`src/rtl/calc2.sv`:
```
// calc2: four-port tagged calculator with a shared add/sub unit and an optional
// shift unit (enabled by defining CALC2_SHIFT_EN), round-robin arbitrated per unit.
package calc2_pkg;
  localparam int NP = 4;

  localparam logic [3:0] CMD_NOP = 4'd0;
  localparam logic [3:0] CMD_ADD = 4'd1;
  localparam logic [3:0] CMD_SUB = 4'd2;
  localparam logic [3:0] CMD_SHL = 4'd5;
  localparam logic [3:0] CMD_SHR = 4'd6;

  localparam logic [1:0] RSP_IDLE = 2'd0;
  localparam logic [1:0] RSP_OK   = 2'd1;
  localparam logic [1:0] RSP_ERR  = 2'd2;

  typedef struct packed {
    logic [3:0]  cmd;
    logic [31:0] op1;
    logic [31:0] op2;
    logic [1:0]  tag;
  } req_t;

  typedef struct packed {
    logic [1:0]  resp;
    logic [31:0] data;
    logic [1:0]  tag;
  } rsp_t;

  // Everything that is not a shift lands here, so unknown cmds fall to RSP_ERR.
  function automatic rsp_t addsub_exec(input req_t r);
    rsp_t        o;
    logic [32:0] sum;
    o      = '0;
    o.tag  = r.tag;
    o.resp = RSP_ERR;
    sum    = {1'b0, r.op1} + {1'b0, r.op2};
    case (r.cmd)
      CMD_ADD: if (!sum[32]) begin
        o.resp = RSP_OK;
        o.data = sum[31:0];
      end
      CMD_SUB: if (r.op2 <= r.op1) begin
        o.resp = RSP_OK;
        o.data = r.op1 - r.op2;
      end
      default: ;
    endcase
    return o;
  endfunction

`ifdef CALC2_SHIFT_EN
  function automatic rsp_t shift_exec(input req_t r);
    rsp_t o;
    o      = '0;
    o.tag  = r.tag;
    o.resp = RSP_OK;
    o.data = (r.cmd == CMD_SHL) ? (r.op1 << r.op2[4:0]) : (r.op1 >> r.op2[4:0]);
    return o;
  endfunction
`endif
endpackage

module calc2_port
  import calc2_pkg::*;
#(
  parameter int QDEPTH = 4
) (
  input  logic        c_clk,
  input  logic        reset,
  input  logic [3:0]  cmd_in,
  input  logic [31:0] data_in,
  input  logic [1:0]  tag_in,
  input  logic        pop,
  output logic        hvld,
  output req_t        head
);
  localparam int PW = (QDEPTH > 1) ? $clog2(QDEPTH) : 1;
  localparam int CW = $clog2(QDEPTH + 1);

  typedef enum logic {S_IDLE, S_OP2} state_e;
  state_e state_q, state_d;
  logic   cap, push;

  logic [3:0]  cmd_q;
  logic [31:0] op1_q;
  logic [1:0]  tag_q;

  always_ff @(posedge c_clk or negedge reset)
    if (!reset) state_q <= S_IDLE;
    else        state_q <= state_d;

  always_comb begin
    state_d = state_q;
    cap     = 1'b0;
    push    = 1'b0;
    case (state_q)
      S_IDLE: if (cmd_in != CMD_NOP) begin
        cap     = 1'b1;
        state_d = S_OP2;
      end
      S_OP2: begin
        push    = 1'b1;
        state_d = S_IDLE;
      end
      default: state_d = S_IDLE;
    endcase
  end

  always_ff @(posedge c_clk or negedge reset)
    if (!reset) begin
      cmd_q <= '0;
      op1_q <= '0;
      tag_q <= '0;
    end else if (cap) begin
      cmd_q <= cmd_in;
      op1_q <= data_in;
      tag_q <= tag_in;
    end

  req_t          mem [QDEPTH];
  logic [PW-1:0] wp, rp;
  logic [CW-1:0] cnt;
  logic          full, wr, rd;

  assign full = (cnt == CW'(QDEPTH));
  assign hvld = (cnt != '0);
  assign head = mem[rp];
  // Fullness is judged before the same-edge pop: a push into a full queue drops.
  assign wr   = push & ~full;
  assign rd   = pop & hvld;

  always_ff @(posedge c_clk)
    if (wr) mem[wp] <= '{cmd: cmd_q, op1: op1_q, op2: data_in, tag: tag_q};

  always_ff @(posedge c_clk or negedge reset)
    if (!reset) begin
      wp  <= '0;
      rp  <= '0;
      cnt <= '0;
    end else begin
      if (wr) wp <= (wp == PW'(QDEPTH - 1)) ? '0 : wp + 1'b1;
      if (rd) rp <= (rp == PW'(QDEPTH - 1)) ? '0 : rp + 1'b1;
      cnt <= cnt + CW'(wr) - CW'(rd);
    end
endmodule

module calc2_rr #(
  parameter int N  = 4,
  parameter int IW = $clog2(N)
) (
  input  logic          c_clk,
  input  logic          reset,
  input  logic [N-1:0]  req,
  output logic          gvld,
  output logic [IW-1:0] gidx
);
  logic [IW-1:0] ptr;

  always_comb begin
    gvld = 1'b0;
    gidx = ptr;
    for (int i = 0; i < N; i++)
      if (!gvld && req[(int'(ptr) + i) % N]) begin
        gvld = 1'b1;
        gidx = IW'((int'(ptr) + i) % N);
      end
  end

  always_ff @(posedge c_clk or negedge reset)
    if (!reset)    ptr <= '0;
    else if (gvld) ptr <= (gidx == IW'(N - 1)) ? '0 : gidx + 1'b1;
endmodule

module calc2
  import calc2_pkg::*;
#(
  parameter int QDEPTH = 4
) (
  input  logic        c_clk,
  input  logic        reset,
  input  logic [3:0]  req1_cmd_in,
  input  logic [31:0] req1_data_in,
  input  logic [1:0]  req1_tag_in,
  input  logic [3:0]  req2_cmd_in,
  input  logic [31:0] req2_data_in,
  input  logic [1:0]  req2_tag_in,
  input  logic [3:0]  req3_cmd_in,
  input  logic [31:0] req3_data_in,
  input  logic [1:0]  req3_tag_in,
  input  logic [3:0]  req4_cmd_in,
  input  logic [31:0] req4_data_in,
  input  logic [1:0]  req4_tag_in,
  output logic [1:0]  out_resp1,
  output logic [31:0] out_data1,
  output logic [1:0]  out_tag1,
  output logic [1:0]  out_resp2,
  output logic [31:0] out_data2,
  output logic [1:0]  out_tag2,
  output logic [1:0]  out_resp3,
  output logic [31:0] out_data3,
  output logic [1:0]  out_tag3,
  output logic [1:0]  out_resp4,
  output logic [31:0] out_data4,
  output logic [1:0]  out_tag4
);
  logic [NP-1:0][3:0]  cmd_in;
  logic [NP-1:0][31:0] data_in;
  logic [NP-1:0][1:0]  tag_in;

  assign cmd_in  = {req4_cmd_in,  req3_cmd_in,  req2_cmd_in,  req1_cmd_in};
  assign data_in = {req4_data_in, req3_data_in, req2_data_in, req1_data_in};
  assign tag_in  = {req4_tag_in,  req3_tag_in,  req2_tag_in,  req1_tag_in};

  req_t          head [NP];
  logic [NP-1:0] hvld, pop, as_req;

  for (genvar p = 0; p < NP; p++) begin : g_port
    calc2_port #(.QDEPTH(QDEPTH)) u_port (
      .c_clk   (c_clk),
      .reset   (reset),
      .cmd_in  (cmd_in[p]),
      .data_in (data_in[p]),
      .tag_in  (tag_in[p]),
      .pop     (pop[p]),
      .hvld    (hvld[p]),
      .head    (head[p])
    );
  end

  logic       as_gvld, as_vld;
  logic [1:0] as_gidx, as_port;
  req_t       as_q;

`ifdef CALC2_SHIFT_EN
  logic [NP-1:0] sh_req;
  logic          sh_gvld, sh_vld;
  logic [1:0]    sh_gidx, sh_port;
  req_t          sh_q;

  always_comb begin
    as_req = '0;
    sh_req = '0;
    for (int p = 0; p < NP; p++) begin
      sh_req[p] = hvld[p] & ((head[p].cmd == CMD_SHL) || (head[p].cmd == CMD_SHR));
      as_req[p] = hvld[p] & ~sh_req[p];
    end
  end

  calc2_rr #(.N(NP)) u_sh_arb (
    .c_clk (c_clk),
    .reset (reset),
    .req   (sh_req),
    .gvld  (sh_gvld),
    .gidx  (sh_gidx)
  );

  always_ff @(posedge c_clk or negedge reset)
    if (!reset) begin
      sh_vld  <= 1'b0;
      sh_port <= '0;
      sh_q    <= '0;
    end else begin
      sh_vld <= sh_gvld;
      if (sh_gvld) begin
        sh_port <= sh_gidx;
        sh_q    <= head[sh_gidx];
      end
    end
`else
  assign as_req = hvld;
`endif

  calc2_rr #(.N(NP)) u_as_arb (
    .c_clk (c_clk),
    .reset (reset),
    .req   (as_req),
    .gvld  (as_gvld),
    .gidx  (as_gidx)
  );

  // A port's head feeds exactly one unit, so at most one pop per port per cycle.
  always_comb begin
    pop = '0;
    if (as_gvld) pop[as_gidx] = 1'b1;
`ifdef CALC2_SHIFT_EN
    if (sh_gvld) pop[sh_gidx] = 1'b1;
`endif
  end

  always_ff @(posedge c_clk or negedge reset)
    if (!reset) begin
      as_vld  <= 1'b0;
      as_port <= '0;
      as_q    <= '0;
    end else begin
      as_vld <= as_gvld;
      if (as_gvld) begin
        as_port <= as_gidx;
        as_q    <= head[as_gidx];
      end
    end

  rsp_t [NP-1:0] rsp_q;

  always_ff @(posedge c_clk or negedge reset)
    if (!reset) rsp_q <= '0;
    else
      for (int p = 0; p < NP; p++) begin
        rsp_q[p] <= '0;
        if (as_vld && as_port == 2'(p)) rsp_q[p] <= addsub_exec(as_q);
`ifdef CALC2_SHIFT_EN
        if (sh_vld && sh_port == 2'(p)) rsp_q[p] <= shift_exec(sh_q);
`endif
      end

  assign out_resp1 = rsp_q[0].resp;
  assign out_data1 = rsp_q[0].data;
  assign out_tag1  = rsp_q[0].tag;
  assign out_resp2 = rsp_q[1].resp;
  assign out_data2 = rsp_q[1].data;
  assign out_tag2  = rsp_q[1].tag;
  assign out_resp3 = rsp_q[2].resp;
  assign out_data3 = rsp_q[2].data;
  assign out_tag3  = rsp_q[2].tag;
  assign out_resp4 = rsp_q[3].resp;
  assign out_data4 = rsp_q[3].data;
  assign out_tag4  = rsp_q[3].tag;
endmodule

```
`config.mk`:
```
export PLATFORM = sky130hd
export DESIGN_NAME = calc2
export DESIGN_NICKNAME = d
export VERILOG_FILES = /design/src/rtl/calc2.sv
export SDC_FILE = /design/constraint.sdc
export NUM_CORES = 1
export LEC_CHECK = 0
export CAP_MARGIN = 10
export CELL_PAD_IN_SITES_DETAIL_PLACEMENT = 1
export CELL_PAD_IN_SITES_GLOBAL_PLACEMENT = 2
export CORE_MARGIN = 4
export CORE_UTILIZATION = 46
export DETAILED_ROUTE_END_ITERATION = 10
export GPL_TIMING_DRIVEN = 0
export PLACE_DENSITY_LB_ADDON = 0.1
export SLEW_MARGIN = 20
export SYNTH_ARGS = -nofsm -noshare
export SYNTH_HDL_FRONTEND = slang
export SYNTH_HIERARCHICAL = 1
export SYNTH_SLANG_ARGS = --single-unit
```
`constraint.sdc`:
```
create_clock -name c_clk -period 4.6 [get_ports c_clk]
set_clock_uncertainty 0.2 [all_clocks]
set_input_delay 0.46 -clock c_clk [delete_from_list [all_inputs] [get_ports c_clk]]
set_output_delay 0.46 -clock c_clk [all_outputs]
set_load 0.01 [all_outputs]
```
# After elaboration in Yosys (flattened, before gate mapping)
# Memory sizes are Yosys's and may differ from the RTL's.
# Cells that the tools add are included.
[totals]
register_bits = 403
latchBits = 0
ramBits = 1120
romBits = 0
input_bits = 154
out_inout_bits = 144
mem_count = 4
[op_classes]
n_addsub = 22
n_mul = 0
div = 0
magnitude_cmp = 8
n_eq_ne = 18
shift = 0
mux = 64
n_bitwise = 20
n_reduce_logical = 23
[memory_table]
columns = ["memory", "words", "width", "read_ports", "rd_clocked_by_memory_dff", "write_ports", "line_no", "text"]
rows = [
  ["g_port[0].u_port.mem", 4, 70, 1, 0, 1, "120", "req_t mem [QDEPTH];"],
  ["g_port[1].u_port.mem", 4, 70, 1, 0, 1, "120", ""],
  ["g_port[2].u_port.mem", 4, 70, 1, 0, 1, "120", ""],
  ["g_port[3].u_port.mem", 4, 70, 1, 0, 1, "120", ""],
]
[ops]
columns = ["op", "count"]
rows = [
  ["36-bit 2-to-1 mux", 4],
  ["70-bit binary-select mux with 2-bit select", 1],
  ["70-bit 2-to-1 mux", 2],
  ["34-bit 2-to-1 mux", 2],
  ["34-bit one-hot mux with 2 select lines", 1],
  ["32-bit by 32-bit adder with 33-bit output", 1],
  ["32-bit less-or-equal comparator", 1],
  ["1-bit 2-to-1 mux", 32],
  ["32-bit subtractor", 1],
  ["2-bit 2-to-1 mux", 12],
  ["2-bit == test, second input constant", 11],
  ["2-bit by 1-bit adder with 2-bit output, second input constant", 10],
  ["4-bit nonzero test", 4],
  ["3-bit by 1-bit adder with 3-bit output", 4],
  ["3-bit == test, second input constant", 4],
  ["3-bit by 4-bit < comparator with 1-bit output, second input constant", 3],
  ["3-bit nonzero test", 4],
  ["3-bit by 1-bit subtractor with 3-bit output", 4],
  ["1-bit AND", 8],
  ["1-bit binary-select mux with 2-bit select", 4],
  ["1-bit logical AND", 8],
  ["1-bit inverter", 8],
  ["1-bit one-hot mux with 2 select lines", 4],
  ["2-bit by 3-bit < comparator with 1-bit output, second input constant", 2],
  ["other kinds (13)", 20],
]

# Longest topological paths before layout
# Gate-level depths: netlist (run 1).
[logic_depth]
depth_word = 21
depth_mapped = 17

# Cells and area by module
# The synthesis (run 1) kept the hierarchy.
[modules_own_cells]
columns = ["module", "n_inst", "cells_per_inst", "area_each_um2"]
rows = [
  ["calc2_port at g_port[0].u_port ...", 3, 495, 11962.7],
  ["calc2", 1, 1360, 13865.8],
  ["calc2_port at g_port[1].u_port", 1, 492, 11956.5],
  ["calc2_rr", 1, 23, 176.4],
]

# Worst setup path after synthesis (run 1)
# Ideal clock, no wire load.
[synth_path]
kind = "register -> register"
startpoint = "register g_port[2].u_port.cnt[1]"
endpoint = "register g_port[3].u_port.cnt[2]"
t_arrival_ns = 3.788
t_required_ns = 4.275
slack_ns = 0.487
stages_incl_launch_ff = 17
path_cell_list = "dfrtp_1 -> or3_1 -> nor2b_4 -> a21o_1 -> a221oi_1 -> clkbuf_1 -> buf_1 -> and3_1 -> nand2_1 -> inv_1 -> ha_1 -> inv_1 -> ha_1 -> inv_1 -> fa_1 -> xnor2_1 -> xnor2_1"
[synth_via]
elab_chain_len = 20
elab_cells_between_ends = 33
classes_between = "1 x add/sub; 2 x order compare; 21 x mux; 1 x bitwise; 8 x reduce/logical"
[synth_rtl]
columns = ["element", "line_no", "text"]
rows = [
  ["from (decl)", "122", "logic [CW-1:0] cnt;"],
  ["from (signal assigned)", "143", "cnt <= cnt + CW'(wr) - CW'(rd);"],
  ["3-bit nonzero test (*)", "126", "assign hvld = (cnt != '0);"],
  ["via as_req[2]", "215", "logic [NP-1:0] hvld, pop, as_req;"],
  ["1-bit binary-select mux with 2-bit select", "163", "if (!gvld && req[(int'(ptr) + i) % N]) begin"],
  ["1-bit 2-to-1 mux (implied by the code)", "163", ""],
  ["1-bit 2-to-1 mux", "163", ""],
  ["1-bit logical NOT", "163", ""],
  ["1-bit logical AND", "163", ""],
  ["1-bit 2-to-1 mux", "163", ""],
  ["[6 not listed]", "--", ""],
  ["via as_gidx[0]", "231", "logic [1:0] as_gidx, as_port;"],
  ["[1 not listed]", "--", ""],
  ["1-bit logical AND (implied by the code)", "284", "if (as_gvld) pop[as_gidx] = 1'b1;"],
  ["1-bit 2-to-1 mux (implied by the code)", "284", ""],
  ["1-bit demux with 2-bit select (*)", "284", ""],
  ["4-bit 2-to-1 mux (*)", "284", ""],
  ["via pop[3]", "215", ""],
  ["1-bit AND (*)", "130", "assign rd = pop & hvld;"],
  ["via g_port[3].u_port.rd", "123", "logic full, wr, rd;"],
  ["3-bit by 1-bit subtractor with 3-bit output (*)", "143", ""],
  ["to (signal assigned)", "143", ""],
  ["to (decl)", "122", ""],
]
# The timed path passes the listed nets; every way through them passes the cells marked *. The select of a mux whose other input is x is not followed.
# A chain may end at the register's enable or synchronous reset.

# Final worst setup path (run 1)
[layout_path]
startpoint = "register as_q[7] in the netlist's numbering"
endpoint = "register rsp_q (netlist bit out_data1[31])"
[layout_via]
elab_chain_len = 4
elab_cells_between_ends = 7
classes_between = "2 x add/sub; 1 x order compare; 4 x mux"
[layout_rtl]
columns = ["element", "line_no", "text"]
rows = [
  ["from (decl)", "232", "req_t as_q;"],
  ["from (signal assigned)", "299", "as_q <= head[as_gidx];"],
  ["32-bit subtractor, or another cell as far along", "44", "o.data = r.op1 - r.op2;"],
  ["34-bit 2-to-1 mux, on equally long branches", "42, 38", ""],
  ["34-bit one-hot mux with 2 select lines (*)", "37", "case (r.cmd)"],
  ["36-bit 2-to-1 mux (*)", "310", "if (as_vld && as_port == 2'(p)) rsp_q[p] <= addsub_exec(as_q);"],
  ["to (signal, indexed assignment)", "310", ""],
  ["to (decl)", "303", "rsp_t [NP-1:0] rsp_q;"],
]
# Mark *: on every way between the ends. The rest lies on a longest branch, timed or not.

==> flow_summary.ini, run 1 <==
[sta]
drv_slew = 0
slew_headroom_pct = 18.9
finalHoldViolCount = 0
finalSetupTns_ps = 0
finalSetupViolCount = 0
rsz0062_at_grt = no
fin_crit_ps = 4460
fmax_mhz = 224
worst_slew_pin_slew_ps = 1220
finalCritPeriodShare_pct = 97.0

[clocking]
cts_buffer_depth = 3
insertion_delay_ps = 800
cts_buffers = 156
clkTransAtPathRegs_ps = 60
root_buffer = clkbuf_16
clock_sinks = 1523
cts_tree = built
cts-htree-levels = 4

[power_and_ir_drop]
power_leakage_nw = 26.0
powerDensity_nw_per_um2 = 811
vdd_drop_max_uv = 486

[logic_synthesis]
synthArstFlopShare_pct = 26.5
syn_avg_cell_area_sq_um = 18.4
synth_seq_cells = 1523
syn_inst = 3360
synth_edf_count = 1120
yosys_most_used_dff = edfxtp_1
synth.cell_area_sq_um = 61900
syn_nets = 3612
ys_seq_area_share_pct = 70.6
ys_warn_count = 6
synth_cell_types = 96

[cells_and_area]
finalNonFillerCells = 5770
area_growth_pct = 18.7
final_cell_mix = 1,120 x edfxtp_1, 403 x dfrtp_1, 350 x mux4_2, 296 x clkdlybuf4s50_1, 188 x mux2_2
nFillCells = 12003
mostFrequentLayoutCell = edfxtp_1
nets = 4107
drive_above_1_share_pct = 25.8

[die]
die_h_um = 375
ios = 298
start_util_pct = 46.3
num_rows = 134
die-area_sq_um = 140000
die_w_um = 375
design.core.area_sq_um = 134000

[setup_path]
critical_path_buf_inv_count = 2
cp_num_cells = 11
reg2regPathDepth = 11
endpoint_kind = register
crit_path_frequent_cell = a21oi_1
crit_type = reg -> reg
crit_chain = inv_1, ha_1, buf_2, or4_1, a21oi_1, o21ai_1, o221ai_2, a22oi_2, o31ai_1, a22oi_1, a21oi_1
cp-start-kind = register
slowest_stage = o31ai_1
cpPeakStageDelay_ps = 690
required_ps = 5090
crit_family = compound AO/OA/AOI/OAI gates
cp_max_fo = 10
crit_arrival_ps = 4950

[min_path]
min_path_type = in -> async

[grt]
grt_pass1_wl_um = 275000
first_global_vias = 36647
grt.total_usage_pct = 27.7
antenna_found_initial = 33
grt_max_degree = 112
grt_overflow_total = 0

[route]
dr_total_vias = 35082
drtAntennaViolNets = 0
drc = 0
wl_per_cell_um = 33.4
via_per_inst = 6.08
drtIter0Drc = 3729
first_pass_iters = 5
totalWireLength_um = 193000

[placement]
dp_cells = 5462
gp_congestion = 0.865
dpl.hpwl_um = 136000
port_buffers = 297

[run]
maxCapViolCount = 0

[status]
status = completed
==> metrics by stage <==
| stage | util, % | area, sq um | total power, mW | setup WS [ps] | hold WS (ps) |
|---|---|---|---|---|---|
| after floorplan | - | 61900 | 35.4 | 487 | -35.6 |
| after global placement | 50.2 | 67100 | 45.8 | -16550 | 280 |
| after detailed placement | 50.9 | 68000 | 46.7 | -1120 | 59.7 |
| after CTS | 54.9 | 73400 | 59.9 | 27.7 | 12.4 |
| after global routing | 55.0 | 73500 | 62.4 | 36.1 | 46.1 |
| final | 55.0 | 73500 | 59.6 | 136 | 68.0 |
==> power breakdown <==
part           leakage [nW]  switching (mW)  total (mW)  internal, mW
Combinational          8.23            16.1        25.9          9.89
Sequential             15.2            1.52        20.6          19.1
Clock                  2.61            5.44        13.0          7.55
Total                  26.0            23.0        59.6          36.6
==> what timing repair did <==
action | 4_1_cts | 5_1_grt
setup endpoints to repair | 18 | 18
gates resized for setup | 16 | 7
endpoints found under the hold margin | 205 | 0
setup buffers | 0 | 2
hold buffers | 2 | 0
==> layer usage <==
metal,track usage [%],wire (um),vias up
li1,-,-,14434
met1,37.2,77100,18881
met2,47.3,97300,1508
met3,5.14,13900,249
met4,6.60,4350,10
met5,0,66,-
==> logic make-up (layout without fill, tap and decap cells) <==
family | Yosys count | after routing | share of synthesized area (%)
DFF | 1523 | 1523 | 70.6
muxes | 538 | 538 | 16.2
AOI/OAI and AO/OA | 477 | 477 | 5.51
and+or+nand+nor | 424 | 424 | 3.35
buffers and inverters | 291 | 921 | 2.17
adders and majority gates | 98 | 98 | 2.05
xor gates and xnor gates | 9 | 9 | 0.127
other | 0 | 12 | 0
==> state kept, by name (all words and copies together) (netlist names), 4 cells and up <==
register and count:
out_data4 32, g_port.u_port/rp 8, out_data1 32, g_port.u_port/op1_q 128, g_port.u_port/state_q 4, out_data3 32, out_data2 32, g_port.u_port/tag_q 8
as_q 70, g_port.u_port/mem 1120, g_port.u_port/cnt 12, g_port.u_port/cmd_q 16, g_port.u_port/wp 8
==> synthesized netlist by cell type, types with 11 or more instances <==
| library cell | count | area share [%] |
|---|---|---|
| or3_1 | 11 | 0.11 |
| nor3_1 | 14 | 0.11 |
| a21o_1 | 22 | 0.27 |
| dfrtp_1 | 403 | 16 |
| a22oi_1 | 22 | 0.27 |
| and2_1 | 21 | 0.21 |
| edfxtp_1 | 1120 | 54 |
| nand2_1 | 86 | 0.52 |
| or2_2 | 13 | 0.13 |
| nor4_1 | 11 | 0.11 |
| mux4_2 | 350 | 13 |
| buf_2 | 63 | 0.51 |
| mux2_2 | 188 | 3.4 |
| a21oi_1 | 93 | 0.75 |
| clkbuf_1 | 69 | 0.42 |
| buf_1 | 16 | 0.097 |
| inv_1 | 112 | 0.68 |
| nand2b_1 | 20 | 0.20 |
| nand3_1 | 19 | 0.15 |
| o21ai_0 | 93 | 0.75 |
| o21bai_1 | 15 | 0.18 |
| nor2_1 | 182 | 1.1 |
| a221oi_1 | 88 | 1.2 |
| ha_1 | 92 | 1.9 |
| buf_6 | 13 | 0.24 |
| o31ai_1 | 15 | 0.18 |
==> worst paths after layout <==
kind                                             from                           to  slack [ps]
setup / recovery                              as_q[7]                out_data1[31]         140
max in group asynchronous                       reset   g_port[2].u_port/op1_q[29]        2830
hold reg to reg            g_port[2].u_port/op1_q[20]  g_port[2].u_port/mem[0][54]         310
setup reg to reg                              as_q[7]                out_data1[31]         140
min in group c_clk                     req3_tag_in[0]    g_port[2].u_port/tag_q[0]          80
hold / removal                                  reset                 out_data2[7]          70
==> layout make-up <==
cell class | count | area (sq um) | area share [%]
clock buffers | 212 | 4380 | 5.96
repair buffers | 338 | 3880 | 5.28
flip-flops and latches | 1523 | 43700 | 59.5
plain buffers | 173 | 945 | 1.29
multi-input cells | 1546 | 16900 | 23.0
inverters | 117 | 439 | 0.598
diodes | 12 | 30.0 | 0.0409
well taps | 1768 | 2210 | 3.01
clock inverters | 81 | 957 | 1.30
==> tightest hold or removal path: stages <==
cell and delay [ps]:
dlygate4sd3_1 560, buf_8 130, buf_16 330
Note: power is estimated with default switching activity, not from simulation.
==> run 2: changes to the inputs <==
- GPL_TIMING_DRIVEN: 0 -> not set
==> flow_summary.ini, run 2 (synthesis gave the netlist of run 1 again) <==
[setup_path]
r2r_slack_ps = 320
endpoint_kind = register
crit_type = reg -> reg
required_ps = 5090
cp_max_fo = 29
cp-start-kind = register
crit_arrival_ps = 4780
reg2regPathDepth = 11
r2r_start = as_q[61]
worstReg2RegEnd = out_data3[13]

[sta]
finalHoldViolCount = 0
fin_crit_ps = 4280
worst_slew_pin_slew_ps = 1060
rsz0062_at_grt = no
drv_slew = 0
finalSetupTns_ps = 0
fmax_mhz = 233
finalSetupViolCount = 0
finalCritPeriodShare_pct = 93.1
slew_headroom_pct = 29.3

[route]
dr_total_vias = 33821
wl_per_cell_um = 31.3
drc = 0
first_pass_iters = 5
totalWireLength_um = 178000
drtAntennaViolNets = 0
drtIter0Drc = 3245
via_per_inst = 5.96

[placement]
port_buffers = 297
gp_congestion = 0.877
dpl.hpwl_um = 115000
placed_cell_area_sq_um = 67400

[clocking]
cts_buffer_depth = 3
cts_setup_buffers = 0
insertion_delay_ps = 790
cts-htree-levels = 4
clock_sinks = 1523
cts_buffers = 160
root_buffer = clkbuf_16
cts_tree = built
clkTransAtPathRegs_ps = 60

[die]
ios = 298
design.core.area_sq_um = 134000
die_h_um = 375
die_w_um = 375
die-area_sq_um = 140000
num_rows = 134
start_util_pct = 46.3

[grt]
grt_pass1_wl_um = 260000
grt_max_degree = 125
grt.total_usage_pct = 25.6
first_global_vias = 36446
grt_overflow_total = 0
antenna_found_initial = 25

[cells_and_area]
mostFrequentLayoutCell = edfxtp_1
final_area_sq_um = 72600
nets = 4001
multi_input_area_sq_um = 16900
area_growth_pct = 17.3
largest_reg_flops = 1120
drive_above_1_share_pct = 24.8
seqCellArea_sq_um = 43700
final_cell_mix = 1,120 x edfxtp_1, 395 x dfrtp_1, 350 x mux4_2, 296 x clkdlybuf4s50_1, 188 x mux2_2
reg.largest.list = g_port.u_port/mem: 1120 flops, g_port.u_port/op1_q: 128 flops, as_q: 70 flops
nFillCells = 11887
top_register = g_port.u_port/mem

[power_and_ir_drop]
power_leakage_nw = 25.6
switchingPower_mw = 21.7
combPwrFrac_pct = 41.5
p_sw_share_pct = 37.5
powerDensity_nw_per_um2 = 796
vdd_drop_max_uv = 504
internal_power_mw = 36.1
power_frac_clock_pct = 21.7
power_frac_seq_pct = 36.8

[run]
maxCapViolCount = 0

[min_path]
min_path_type = in -> async

[status]
status = completed
-- run 2: routing by layer --
layer / track usage, % / part of all wire (%) / vias to the layer above
li1: - / - / 14211
met1: 35.5 / 42 / 18330
met2: 42.9 / 50 / 1044
met3: 4.30 / 6.0 / 222
met4: 5.70 / 1.7 / 14
met5: 0 / 0.048 / -
-- run 2: layout make-up --
class	count	share of cell area [%]
Multi-Input combinational cell	1546	23.3
Clock inverter	64	0.808
Clock buffer	237	6.23
Tap cell	1768	3.05
Timing Repair Buffer	401	5.65
Antenna cell	14	0.0483
Sequential cell	1523	60.3
Inverter	117	0.605
-- run 2: stage by stage --
step,util [%],total power [mW],instances,hold slack (ps),setup slack [ps]
floorplan,-,35.4,3360,-35.6,487
global placement,50.5,44.8,5354,280,236
detailed placement,50.5,45.6,5354,300,146
CTS,54.3,58.3,5656,21.0,132
global route,54.3,60.7,5658,53.1,111
finish,54.3,57.8,5670,40.0,315
-- run 2: repair_timing --
item | 4_1_cts | 5_1_grt
hold endpoints to repair | 76 | 0
hold buffers | 1 | 0
endpoints found under the setup margin | 0 | 2
gates resized for setup | 0 | 1
-- run 2: power groups by stage --
stage,Combinational [mW],Sequential (mW),Clock [mW]
final,24.0,21.3,12.5
after global routing,25.6,21.7,13.5
after CTS,24.1,21.4,12.8
after detailed placement,24.0,21.6,0
after global placement,23.6,21.2,0
after floorplan,14.7,20.7,0
-- run 2: worst max-delay path by stage --
stage                         endpoint                     from  cells after the start  slack (ps)
2_1_floorplan  g_port[3].u_port/cnt[2]  g_port[2].u_port/cnt[1]                     16         490
3_3_place_gp             out_data1[20]                 as_q[61]                     11         240
3_5_place_dp             out_data1[20]                 as_q[61]                     11         150
4_1_cts                  out_data1[20]                 as_q[61]                     11         130
5_1_grt                  out_data2[31]                 as_q[61]                     11         110
6_report                 out_data3[13]                 as_q[61]                     11         320
-- run 2: worst max-delay path: stages, from the launching register on --
cell,delay (ps)
dfrtp_1,440
ha_1,640
inv_2,240
a21oi_1,260
o31ai_1,210
a211oi_1,500
o2111a_1,490
nand3_4,300
nor2_2,170
buf_4,360
a22oi_1,170
a21oi_1,210
